## src/rtl/lfsr_seq_ctrl.sv

```systemverilog
`default_nettype none
// ============================================================================
// Module      : lfsr_seq_ctrl
// Description : Sequencing controller for a maximal-length LFSR PRBS source.
//               Seeds the LFSR, gates its stepping on the sample-rate strobe,
//               counts samples and pulses `cycle` once per full period.
//               Optional macro LFSR_SEQ_CHECK_EN enables the period
//               (short/long) and lock-up checks that drive pass/fail; without
//               it pass/fail are tied low and lfsr_state is not inspected.
// Revision    : 1.0 - initial release
// ============================================================================
module lfsr_seq_ctrl #(
    parameter int               WIDTH     = 22,
    parameter logic [WIDTH-1:0] SEED      = {WIDTH{1'b1}},
    parameter int               N_PERIODS = 1,
    parameter int               CNT_W     = 8
) (
    input  logic             clk,
    input  logic             reset,
    input  logic             sam_clk_en,
    input  logic             start,
    input  logic             stop,
    input  logic [WIDTH-1:0] lfsr_state,
    output logic             load,
    output logic             step_en,
    output logic             cycle,
    output logic             busy,
    output logic             pass,
    output logic             fail,
    output logic [CNT_W-1:0] cycle_cnt
);

    // Last sample index of a period (2^WIDTH-2); the strobe seen here wraps.
    localparam logic [WIDTH-1:0] CNT_LAST    = {{(WIDTH-1){1'b1}}, 1'b0};
    localparam logic [CNT_W-1:0] CNT_MAX     = {CNT_W{1'b1}};
    localparam logic [CNT_W-1:0] N_PER       = CNT_W'(N_PERIODS);
    localparam bit               RUN_FOREVER = (N_PERIODS == 0);

    typedef enum logic [2:0] {
        S_IDLE  = 3'd0,
        S_LOAD  = 3'd1,
        S_RUN   = 3'd2,
        S_CHECK = 3'd3,
        S_DONE  = 3'd4,
        S_ERR   = 3'd5
    } state_t;

    state_t           state;
    state_t           state_nxt;
    logic [WIDTH-1:0] sample_cnt;
    logic [WIDTH-1:0] sample_cnt_nxt;
    logic [CNT_W-1:0] cycle_cnt_q;
    logic [CNT_W-1:0] cycle_cnt_nxt;
    logic [CNT_W-1:0] cycle_cnt_inc;

    // Event flags handed from the FSM to the pass/fail bookkeeping.
    logic run_clear;   // fresh run accepted: clear verdicts
    logic period_ok;   // period verified in CHECK
    logic err_hit;     // a check failed this clk

    // Datapath observations of the LFSR register.
    logic seed_match;
    logic lock_up;
    logic short_period;

`ifdef LFSR_SEQ_CHECK_EN
    assign seed_match   = (lfsr_state == SEED);
    assign lock_up      = (lfsr_state == '0);
    // Returning to the seed mid-period means the sequence is too short.
    assign short_period = (sample_cnt != '0) && seed_match;
`else
    assign seed_match   = 1'b1;
    assign lock_up      = 1'b0;
    assign short_period = 1'b0;
`endif

    // Saturating increment of the completed-period count.
    assign cycle_cnt_inc = (cycle_cnt_q == CNT_MAX) ? cycle_cnt_q
                                                    : cycle_cnt_q + CNT_W'(1);

    // State, sample counter and period counter registers.
    always_ff @(posedge clk or posedge reset) begin
        if (reset) begin
            state       <= S_IDLE;
            sample_cnt  <= '0;
            cycle_cnt_q <= '0;
        end else begin
            state       <= state_nxt;
            sample_cnt  <= sample_cnt_nxt;
            cycle_cnt_q <= cycle_cnt_nxt;
        end
    end

    // Next-state, counter updates and Moore/Mealy outputs.
    always_comb begin
        state_nxt      = state;
        sample_cnt_nxt = sample_cnt;
        cycle_cnt_nxt  = cycle_cnt_q;
        load           = 1'b0;
        step_en        = 1'b0;
        cycle          = 1'b0;
        busy           = 1'b0;
        run_clear      = 1'b0;
        period_ok      = 1'b0;
        err_hit        = 1'b0;

        case (state)
            S_IDLE, S_DONE, S_ERR: begin
                if (start) begin
                    state_nxt      = S_LOAD;
                    run_clear      = 1'b1;
                    sample_cnt_nxt = '0;
                    cycle_cnt_nxt  = '0;
                end
            end

            // Hold load until the LFSR actually takes the seed on a strobe.
            S_LOAD: begin
                load = 1'b1;
                busy = 1'b1;
                if (sam_clk_en) begin
                    state_nxt = S_RUN;
                end
            end

            S_RUN: begin
                step_en = 1'b1;
                busy    = 1'b1;
                if (lock_up) begin
                    err_hit = 1'b1;
                end else if (sam_clk_en) begin
                    if (sample_cnt == CNT_LAST) begin
                        sample_cnt_nxt = '0;
                        state_nxt      = S_CHECK;
                    end else begin
                        sample_cnt_nxt = sample_cnt + WIDTH'(1);
                    end
                end else if (short_period) begin
                    err_hit = 1'b1;
                end
            end

            // LFSR has just made its last step of the period: must be SEED.
            S_CHECK: begin
                busy = 1'b1;
                if (lock_up || !seed_match) begin
                    err_hit = 1'b1;
                end else begin
                    cycle         = 1'b1;
                    period_ok     = 1'b1;
                    cycle_cnt_nxt = cycle_cnt_inc;
                    if (!RUN_FOREVER && (cycle_cnt_inc == N_PER)) begin
                        state_nxt = S_DONE;
                    end else begin
                        state_nxt = S_RUN;
                    end
                end
            end

            default: begin
                state_nxt = S_IDLE;
            end
        endcase

        if (err_hit) begin
            state_nxt = S_ERR;
        end

        // Stop wins over everything: abort and freeze counters/verdicts.
        if (stop) begin
            state_nxt      = S_IDLE;
            sample_cnt_nxt = sample_cnt;
            cycle_cnt_nxt  = cycle_cnt_q;
            cycle          = 1'b0;
            run_clear      = 1'b0;
            period_ok      = 1'b0;
            err_hit        = 1'b0;
        end
    end

    assign cycle_cnt = cycle_cnt_q;

`ifdef LFSR_SEQ_CHECK_EN
    logic pass_q;
    logic fail_q;

    // Sticky verdicts; cleared only when a fresh run starts.
    always_ff @(posedge clk or posedge reset) begin
        if (reset) begin
            pass_q <= 1'b0;
            fail_q <= 1'b0;
        end else if (run_clear) begin
            pass_q <= 1'b0;
            fail_q <= 1'b0;
        end else if (err_hit) begin
            pass_q <= 1'b0;
            fail_q <= 1'b1;
        end else if (period_ok) begin
            pass_q <= 1'b1;
        end
    end

    assign pass = pass_q;
    assign fail = fail_q;
`else
    // Checks compiled out: verdicts tied low, LFSR contents not inspected.
    logic unused_chk;
    assign unused_chk = ^{lfsr_state, run_clear, period_ok, err_hit};
    assign pass = 1'b0;
    assign fail = 1'b0;
`endif

endmodule
`default_nettype wire
```

## config.mk

```make
export PLATFORM = sky130hd
export DESIGN_NAME = lfsr_seq_ctrl
export DESIGN_NICKNAME = d
export VERILOG_FILES = /design/src/rtl/lfsr_seq_ctrl.sv
export SDC_FILE = /design/constraint.sdc
export NUM_CORES = 1
export LEC_CHECK = 0
export BUFFER_PORTS_ARGS = -buffer_cell sky130_fd_sc_hd__buf_4
export CAP_MARGIN = 40
export CORE_UTILIZATION = 58
export CTS_CLUSTER_DIAMETER = 80
export DETAILED_ROUTE_END_ITERATION = 8
export PLACE_DENSITY_LB_ADDON = 0.15
export SKIP_LAST_GASP = 1
export SYNTH_ARGS = -nofsm -noshare
export SYNTH_HDL_FRONTEND = slang
export SYNTH_SLANG_ARGS = --single-unit
```

## constraint.sdc

```tcl
create_clock -name clk -period 5.2 [get_ports clk]
set_input_delay 0.78 -clock clk [delete_from_list [all_inputs] [get_ports clk]]
set_output_delay 0.78 -clock clk [all_outputs]
set_load 0.01 [all_outputs]
```

==> impl_metrics.csv <==
group,metric,value,unit
synth,synthFlopType,"dfrtp_1",
synth,synth.area.mux_share,0.005115,
setup_path,crit_top_cell,"buf_4",
global_routing,overflow,0,
global_routing,groute.layer.met3.usage,0.06494,
synth,synth_xor_area_frac,0.03133,
global_routing,grt_usage,0.2617,
pwr,p_leak,0.8825,nW
flow_run,drv_cap,0,
synth,synth_compound_area_frac,0.1848,
global_routing,met2_usage,0.4270,
cts,clockBufferDepth,2,
worst_hold_path,worstHoldPathType,"in2async",
synth,synth-edff-count,0,
global_routing,grt_pass1_vias,1584,
routing,vias,1765,
die,core,3128,um^2
cts,cts_tree,"done",
synth,synth_top_family_by_area,"simple AND/OR/NAND/NOR gates",
sta,slew_violations,0,
die,die_h,60.09,um
sta,min_period_over_period,0.5062,
cts,cts_root_buffer,"clkbuf_4",
synth,synthCells,226,
routing,postRouteAntennaNets,0,
sta,max-slew-margin-rel,0.4340,
sta,fmax,379.9,MHz
sta,whs,0.5080,ns
cts,cts.sinks,33,
setup_path,cp.required,4.42,ns
sta,rsz0062_at_grt,"no",
pwr,peakVddDrop,0.1596,mV
sta,skew,0.01518,ns
finish,drive_gt1_frac,0.1235,
setup_path,critical_path_class,"in2out",
global_routing,grt_use_met1,0.3430,
setup_path,cp-start-kind,"input pin",
setup_path,critPathCaptureType,"output port",
global_routing,top_usage_layer,"met2",
sta,worst_pin_slew,0.8413,ns
pwr,p_per_area,216.4,nW/um^2
cts,clock_latency,0.34,ns
finish,syn2layout_area_growth,9.783,%
global_routing,grt_pass1_wl,7024,um
synth,avgSynthCellArea,8.659,um^2
cts,htreeDepth,2,
routing,drcViolationCount,0,
finish,final_common_cell,"dfrtp_1",
setup_path,critPathSlowestCell,"inv_1",
setup_path,path_cells,"buf_4 > nor3b_1 > nand2_1 > inv_1 > buf_4",
synth,synth-simple-area-share,0.2890,
run_status,status,"complete, no violations",
cts,cts_buffers,5,
routing,routedWlPerCell,14.43,um
sta,min_period,2.632,ns
routing,wl,4141,um
synth,seq_area_frac_synth,0.4220,
place,place.gp.congestion,0.8547,
synth,synth_adder_area_share,0.01918,
cts,post_cts_resized,0,
sta,hold_viol_final,0,
synth,yosys_warnings,0,
routing,viasPerCell,6.150,
cts,hold_buffers,0,
setup_path,worst-path-max-fanout,12,
synth,synth_cell_types,45,
cts,clk_pin_slew,0.11,ns
die,initial_core_util,0.6256,
routing,drt_pass1_iterations,4,
global_routing,antenna_found_initial,0,
sta,setup_violations,0,
place,dp.final_hpwl,2945,um
place,portBuffers,16,
finish,finalNetCount,272,
finish,n_fill_cell,279,
setup_path,cpPeakStageDelay,0.30,ns
routing,drt_iter0_drc,124,
setup_path,arrival,1.85,ns
sta,setup_tns,0,ns
synth,ys_async_sr_fraction,1.000,
die,num_rows,20,
cts,post-cts-setup-buffer-count,0,
finish,final_cell_mix,"dfrtp_1 (33), nand2_1 (24), nor2_1 (23)",
synth,synth_area,1957,um^2
global_routing,grt_max_degree,34,
die,ios,41,
finish,n_antenna_cell,0,
die,die_area,3610,um^2
synth,ys_ff_latch,33,
die,die_w,60.09,um
==> Yosys cell counts (2+ instances only) <==
library cell	number	share of area
and3_1	2	0.0064
nand4_1	10	0.032
xor2_1	7	0.031
nand3b_1	3	0.012
o31ai_1	8	0.031
inv_1	10	0.019
or3_1	2	0.0064
or4_1	6	0.023
nor4b_1	2	0.0090
a31oi_1	7	0.022
nor2_1	23	0.044
dfrtp_1	33	0.42
and2_1	3	0.0096
o211ai_1	2	0.0077
clkbuf_1	6	0.012
o2bb2ai_1	3	0.013
a21oi_1	14	0.036
nand2_1	24	0.046
nor4_1	2	0.0064
ha_1	3	0.019
nand3_1	13	0.033
and4_1	2	0.0090
nor3_1	3	0.0077
buf_4	2	0.0077
nand2b_1	5	0.016
o21ai_0	12	0.031
==> sequential cells by signal, summed over array words and instances, names as in the netlist <==
signal,flops
state,3
sample_cnt,22
cycle_cnt,8
==> where the power goes <==
group	total [W]	internal, W	switching (W)
Combinational	0.0000590	0.0000221	0.0000369
Sequential	0.000267	0.000260	0.00000708
Clock	0.000139	0.0000514	0.0000876
==> routing by layer <==
layer  vias up  part of all wire
met3         7             0.044
met1       849              0.47
met4         0            0.0094
met2        43              0.48
li1        866                 -
met5         -                 0
==> critical path, delay by kind of cell <==
| kind | cells | cell delay (ns) |
|---|---|---|
| AND/OR/NAND/NOR | 2 | 0.44 |
| buffers and inverters | 3 | 0.63 |
==> final timing paths <==
path,end,cells past startpoint,from,slack [ns]
max,cycle,5,stop,2.57
min,cycle_cnt[0],3,reset,0.51
max reg2reg,sample_cnt[9],5,state[2],2.88
min reg2reg,sample_cnt[11],1,sample_cnt[11],0.52
max in group asynchronous,cycle_cnt[2],3,reset,4.37
min in group clk,sample_cnt[11],1,sample_cnt[11],0.52
==> layout make-up <==
cell class              count  area (um^2)  area share
flip-flops and latches     33        825.8      0.3844
clock inverters             2        10.01    0.004659
repair buffers             18        135.1     0.06290
multi-input cells         174         1044      0.4857
well taps                  44        55.05     0.02563
inverters                  10        37.54     0.01747
clock buffers               6        41.29     0.01922
==> stage by stage <==
| step | utilization | instances | worst slack [ns] | power, W | cell area, um^2 |
|---|---|---|---|---|---|
| 2_1_floorplan | - | 227 | 2.701 | 0.0003139 | 1961 |
| 3_3_place_gp | 0.6704 | 279 | 2.628 | 0.0003293 | 2097 |
| 3_5_place_dp | 0.6704 | 279 | 2.567 | 0.0003309 | 2097 |
| 4_1_cts | 0.6868 | 287 | 2.568 | 0.0004699 | 2148 |
| 5_1_grt | 0.6868 | 287 | 2.450 | 0.0004873 | 2148 |
| 6_report | 0.6868 | 287 | 2.568 | 0.0004648 | 2148 |
==> cell families after synthesis <==
kind of cell,count (synthesis)
xor+xnor,7
fa+ha+maj,3
mux,1
other cells,1
buf+inv,20
simple gates,105
flops,33
compound gates,56
No activity file was read; power rests on OpenSTA's default activity.
